### config.mk
export PLATFORM = sky130hd
export DESIGN_NAME = fifo_wr_arb
export DESIGN_NICKNAME = d
export VERILOG_FILES = /design/src/rtl/fifo_arb_pkg.sv /design/src/rtl/rr_pick.sv /design/src/rtl/fifo_wr_arb.sv
export SDC_FILE = /design/constraint.sdc
export NUM_CORES = 1
export LEC_CHECK = 0
export ABC_AREA = 1
export BUFFER_PORTS_ARGS = -buffer_cell sky130_fd_sc_hd__buf_4
export CAP_MARGIN = 20
export CORE_UTILIZATION = 39
export CTS_CLUSTER_DIAMETER = 60
export DETAILED_ROUTE_END_ITERATION = 8
export SYNTH_ARGS = -nofsm -noshare
export SYNTH_HDL_FRONTEND = slang
export SYNTH_SLANG_ARGS = --single-unit
### constraint.sdc
create_clock -name wr_clk -period 1.7 [get_ports wr_clk]
set_clock_uncertainty 0.05 [all_clocks]
set_input_delay 0 -clock wr_clk [delete_from_list [all_inputs] [get_ports wr_clk]]
set_output_delay 0 -clock wr_clk [all_outputs]
set_load 0.02 [all_outputs]
### src/rtl/fifo_arb_pkg.sv
// Shared definitions for the FIFO write-port arbiter: state encoding and
// default sizing used by fifo_wr_arb and its round-robin selector.
package fifo_arb_pkg;

    localparam int NUM_REQ_DEF   = 4;
    localparam int DATA_W_DEF    = 8;
    localparam int BURST_LEN_DEF = 16;

    typedef enum logic [1:0] {
        IDLE  = 2'd0,
        BURST = 2'd1,
        PAUSE = 2'd2
    } arb_state_e;

endpackage

### src/rtl/rr_pick.sv
// Combinational round-robin selector: returns the first requester at or after
// index ptr (wrapping) as a one-hot vector, or zero when nothing is requested.
module rr_pick #(
    parameter int NUM_REQ = 4,
    parameter int PTR_W   = 2
) (
    input  logic [NUM_REQ-1:0] req,
    input  logic [PTR_W-1:0]   ptr,
    output logic [NUM_REQ-1:0] winner
);

    logic             found;
    logic [PTR_W-1:0] idx;

    // NOTE: every output of a combinational block gets a default first, so no
    // path leaves it unassigned and no latch is inferred.
    always_comb begin
        winner = '0;
        found  = 1'b0;
        idx    = '0;
        for (int i = 0; i < NUM_REQ; i++) begin
            idx = PTR_W'((int'(ptr) + i) % NUM_REQ);
            if (!found && req[idx]) begin
                winner[idx] = 1'b1;
                found       = 1'b1;
            end
        end
    end

endmodule

### src/rtl/fifo_wr_arb.sv
// Round-robin arbiter granting one requester at a time a burst of up to
// BURST_LEN beats into a shared FIFO write port, honouring FIFO backpressure.
module fifo_wr_arb
    import fifo_arb_pkg::*;
#(
    parameter int NUM_REQ   = NUM_REQ_DEF,
    parameter int DATA_W    = DATA_W_DEF,
    parameter int BURST_LEN = BURST_LEN_DEF
) (
    input  logic                      wr_clk,
    input  logic                      sys_rst_n,
    input  logic                      wr_rst_busy,
    input  logic                      almost_full,
    input  logic                      full,
    input  logic [NUM_REQ-1:0]        req,
    input  logic [NUM_REQ*DATA_W-1:0] req_data,
    output logic [NUM_REQ-1:0]        ack,
    output logic [NUM_REQ-1:0]        grant,
    output logic                      fifo_wr_en,
    output logic [DATA_W-1:0]         fifo_wr_data,
    output logic                      burst_done
);

    localparam int PTR_W = (NUM_REQ > 1) ? $clog2(NUM_REQ) : 1;
    localparam int CNT_W = $clog2(BURST_LEN);
    localparam logic [CNT_W-1:0] LAST_BEAT = CNT_W'(BURST_LEN - 1);
    localparam logic [PTR_W-1:0] LAST_IDX  = PTR_W'(NUM_REQ - 1);

    // Reset asserts asynchronously but releases only after two wr_clk edges.
    logic [1:0] rst_sync_q, rst_sync_d;
    logic       arb_rst_n;

    always_comb rst_sync_d = {rst_sync_q[0], 1'b1};

    always_ff @(posedge wr_clk or negedge sys_rst_n) begin
        if (!sys_rst_n) rst_sync_q <= 2'b00;
        else            rst_sync_q <= rst_sync_d;
    end

    assign arb_rst_n = rst_sync_q[1];

    arb_state_e          state_q, state_d;
    logic [NUM_REQ-1:0]  grant_q, grant_d;
    logic [PTR_W-1:0]    ptr_q, ptr_d;
    logic [CNT_W-1:0]    beat_cnt_q, beat_cnt_d;
    logic                wr_en_q, wr_en_d;
    logic [DATA_W-1:0]   wr_data_q, wr_data_d;
    logic                done_q, done_d;

    logic [NUM_REQ-1:0]  winner;
    logic [PTR_W-1:0]    g_idx, ptr_adv;
    logic [DATA_W-1:0]   data_g;
    logic                req_g, stall, beat, release_burst, abort;

    rr_pick #(
        .NUM_REQ (NUM_REQ),
        .PTR_W   (PTR_W)
    ) u_rr_pick (
        .req    (req),
        .ptr    (ptr_q),
        .winner (winner)
    );

    always_comb begin
        g_idx  = '0;
        data_g = '0;
        for (int i = 0; i < NUM_REQ; i++) begin
            if (grant_q[i]) begin
                g_idx  = PTR_W'(i);
                data_g = req_data[i*DATA_W +: DATA_W];
            end
        end
        req_g   = |(req & grant_q);
        stall   = almost_full | full;
        beat    = (state_q == BURST) && req_g && !stall && !wr_rst_busy;
        ptr_adv = (g_idx == LAST_IDX) ? '0 : g_idx + PTR_W'(1);
    end

    always_comb begin
        state_d       = state_q;
        grant_d       = grant_q;
        ptr_d         = ptr_q;
        beat_cnt_d    = beat_cnt_q;
        wr_en_d       = 1'b0;
        wr_data_d     = '0;
        done_d        = 1'b0;
        release_burst = 1'b0;
        abort         = 1'b0;

        case (state_q)
            IDLE: begin
                if (!wr_rst_busy && !almost_full && (|req)) begin
                    grant_d = winner;
                    state_d = BURST;
                end
            end
            BURST: begin
                if (wr_rst_busy)  abort         = 1'b1;
                else if (!req_g)  release_burst = 1'b1;
                else if (stall)   state_d       = PAUSE;
                else begin
                    wr_en_d   = 1'b1;
                    wr_data_d = data_g;
                    if (beat_cnt_q == LAST_BEAT) release_burst = 1'b1;
                    else                         beat_cnt_d    = beat_cnt_q + CNT_W'(1);
                end
            end
            PAUSE: begin
                if (wr_rst_busy)  abort         = 1'b1;
                else if (!req_g)  release_burst = 1'b1;
                else if (!stall)  state_d       = BURST;
            end
            default: state_d = IDLE;
        endcase

        // Abort behaves like a release except that it is not reported.
        if (release_burst || abort) begin
            state_d    = IDLE;
            grant_d    = '0;
            ptr_d      = ptr_adv;
            beat_cnt_d = '0;
            done_d     = release_burst;
        end
    end

    // NOTE: sequential state uses non-blocking assignment so every flop
    // samples pre-edge values regardless of statement order.
    always_ff @(posedge wr_clk or negedge arb_rst_n) begin
        if (!arb_rst_n) begin
            state_q    <= IDLE;
            grant_q    <= '0;
            ptr_q      <= '0;
            beat_cnt_q <= '0;
            wr_en_q    <= 1'b0;
            wr_data_q  <= '0;
            done_q     <= 1'b0;
        end else begin
            state_q    <= state_d;
            grant_q    <= grant_d;
            ptr_q      <= ptr_d;
            beat_cnt_q <= beat_cnt_d;
            wr_en_q    <= wr_en_d;
            wr_data_q  <= wr_data_d;
            done_q     <= done_d;
        end
    end

    assign ack          = beat ? grant_q : '0;
    assign grant        = grant_q;
    assign fifo_wr_en   = wr_en_q;
    assign fifo_wr_data = wr_data_q;
    assign burst_done   = done_q;

endmodule
==> results.py <==
metrics = {
    "clocking": {
        "cts_tree": "done",
        "clkTransAtPathRegs_ns": 0.09,
        "htreeDepth": 1,
        "cts.sinks": 24,
        "clock_latency_ns": 0.26,
        "cts-buffers-inserted": 3,
        "clock_path_buffers": 2,
        "cts_root_buffer": "clkbuf_8",
    },
    "floorplan": {
        "fp.dieH_um": 68.76,
        "core_sq_um": 4144,
        "num_rows": 23,
        "dieArea_sq_um": 4727,
        "ios": 59,
        "start_util_pct": 41.94,
        "die_w_um": 68.76,
    },
    "drt": {
        "drc": 0,
        "drt-total-wl_um": 4719,
        "ant_nets": 0,
        "routedWlPerCell_um": 12.45,
        "drtIter0Drc": 54,
        "dr.pass1.iters": 4,
        "vias": 1817,
        "post_drt_via_cell_ratio": 4.794,
    },
    "pwr": {
        "power.leakage_nw": 1.451,
        "vdd_drop_max_mv": 0.8503,
        "p_per_area_nw_per_um2": 1408,
    },
    "sta": {
        "setup_viol_count_final": 0,
        "slew_violations": 0,
        "fin_crit_sh_pct": 95.15,
        "grt_setup_unrepaired": "no",
        "fin_tns_setup_ns": 0,
        "fmax_mhz": 618.2,
        "finalHoldViolCount": 0,
        "min_period_ns": 1.618,
    },
    "setup_path": {
        "rr_worst_depth": 11,
        "setup.worst_path.end_class": "primary output",
        "cp-start-kind": "register",
        "crit_arrival_ns": 1.57,
        "critical_path_peak_fanout": 5,
        "crit_type": "register to primary output",
        "crit_required_ns": 1.65,
    },
    "global_routing": {
        "grt_pass1_wl_um": 7507,
        "grtUsageTotal_pct": 21.16,
        "grt_pass1_vias": 1732,
        "grt_max_degree": 18,
        "gr-total-overflow": 0,
        "antenna_found_initial": 0,
    },
    "place": {
        "dp_cells": 360,
        "globalplace.congestion": 0.7727,
        "io_buffers": 58,
        "hpwl_um": 3674,
    },
    "yosys": {
        "ys_seq_area_share_pct": 34.56,
        "synthCells": 242,
        "syn-cell-area_sq_um": 1738,
        "ys_types": 25,
        "syn-num-nets": 294,
        "avgSynthCellArea_sq_um": 7.181,
        "ys_ff_latch": 24,
        "yosysWarnings": 0,
    },
    "flow_run": {
        "max-cap-violations": 0,
    },
    "final_layout": {
        "syn_to_final_growth_pct": 48.45,
        "layout.cells.non_filler": 379,
        "drive_gt1_share_pct": 31.61,
        "n_antenna_cell": 0,
        "final_nets": 382,
        "most-common-layout-cells": "buf_4 (75), nand2_1 (66), nand3_1 (37)",
        "final_common_cell": "buf_4",
    },
    "run_status": {
        "status": "complete, no violations",
    },
    "worst_hold_path": {
        "hold_class": "register to asynchronous set/reset pin",
    },
}
-- flip-flops by register name (all words and copies together) (netlist names) --
signal        count
state_q           2
burst_done        1
ptr_q             2
grant             4
rst_sync_q        2
fifo_wr_data      8
fifo_wr_en        1
beat_cnt_q        4
-- cell type report --
| type | instances | area (sq um) |
|---|---|---|
| repair buffers | 86 | 673.1 |
| flip-flops and latches | 24 | 600.6 |
| multi-input cells | 189 | 1072 |
| well taps | 50 | 62.56 |
| clock buffers | 3 | 41.29 |
| fillers | 394 | 1564 |
| clock inverters | 1 | 30.03 |
| inverters | 26 | 100.1 |
-- critical path: stages (launching register included) --
cell and delay [ns]:
dfrtp_1 0.41, inv_2 0.10, ha_4 0.17, nand3_1 0.09
nor2_2 0.12, buf_4 0.13, inv_2 0.04, nor2_1 0.09
buf_4 0.15
-- cell families after synthesis --
| family | Yosys count | share of synthesized area (%) |
|---|---|---|
| fa+ha+maj | 11 | 7.919 |
| buf+inv | 29 | 6.479 |
| simple gates | 142 | 37.73 |
| flops | 24 | 34.56 |
| other cells | 1 | 0.2158 |
| xor+xnor | 2 | 1.008 |
| compound gates | 33 | 12.10 |
-- worst paths after layout --
path | from | to | slack (ns)
hold reg to reg | rst_sync_q[1]$_DFF_PN0_ | fifo_wr_data[4]$_DFF_PN0_ | 0.06
setup reg to reg | state_q[0]$_DFFE_PN0P_ | grant[1]$_DFFE_PN0P_ | 0.11
min in group wr_clk | full | burst_done$_DFF_PN0_ | 0.07
setup / recovery | state_q[1]$_DFFE_PN0P_ | ack[1] | 0.08
max in group asynchronous | sys_rst_n | rst_sync_q[1]$_DFF_PN0_ | 0.94
hold / removal | rst_sync_q[1]$_DFF_PN0_ | fifo_wr_data[4]$_DFF_PN0_ | 0.06
-- synthesized netlist by cell type --
library cell,count,area (sq um)
inv_4,1,6.260
nand4_1,1,6.260
conb_1,1,3.750
dfrtp_1,24,600.6
o21ai_0,17,85.08
xor2_1,1,8.760
a21oi_1,4,20.02
ha_1,11,137.6
nand3_4,2,35.03
buf_2,1,5.000
nand2_1,66,247.7
clkinv_1,4,15.01
o211a_1,8,80.08
nor2_1,27,101.4
clkbuf_1,2,7.510
inv_2,6,22.52
nor2_4,2,22.52
xnor2_1,1,8.760
nand2_2,3,18.77
inv_1,15,56.30
o21bai_1,1,7.510
nand3_1,38,190.2
o21ai_1,2,10.01
o31ai_1,1,7.510
nand2_4,3,33.78
-- per-stage QoR --
stage / worst slack, ns / power (mW) / hold WS [ns] / area [sq um] / util, %
global route: 0.001856 / 4.004 / 0.08833 / 2580 / 62.26
global placement: 0.04885 / 2.942 / -0.2657 / 2321 / 56.01
finish: 0.08242 / 3.633 / 0.06380 / 2580 / 62.26
detailed placement: 0.03100 / 2.932 / -0.2654 / 2321 / 56.01
floorplan: 0.007393 / 2.238 / -0.3456 / 1738 / -
CTS: -0.001927 / 3.470 / 0.03822 / 2515 / 60.69
-- metal layers --
metal	wire, um	GRT usage (%)
met5	0	0
met4	17	2.806
met3	133	3.454
met2	2459	38.73
met1	2109	26.61
-- where the power goes --
part           leakage [nW]  switching [mW]  internal, mW  total, mW
combinational          1.09            1.43         0.969       2.40
clock                0.0357           0.178         0.314      0.492
sequential            0.324          0.0748         0.665      0.740
-- timing repair --
action	4_1_cts	5_1_grt
pin swaps	0	2
resized for setup	2	9
buffers inserted	1	3
setup endpoints to repair	4	15
hold endpoints to repair	11	0
hold buffers	11	0
Note: power is estimated with default switching activity, not from simulation.
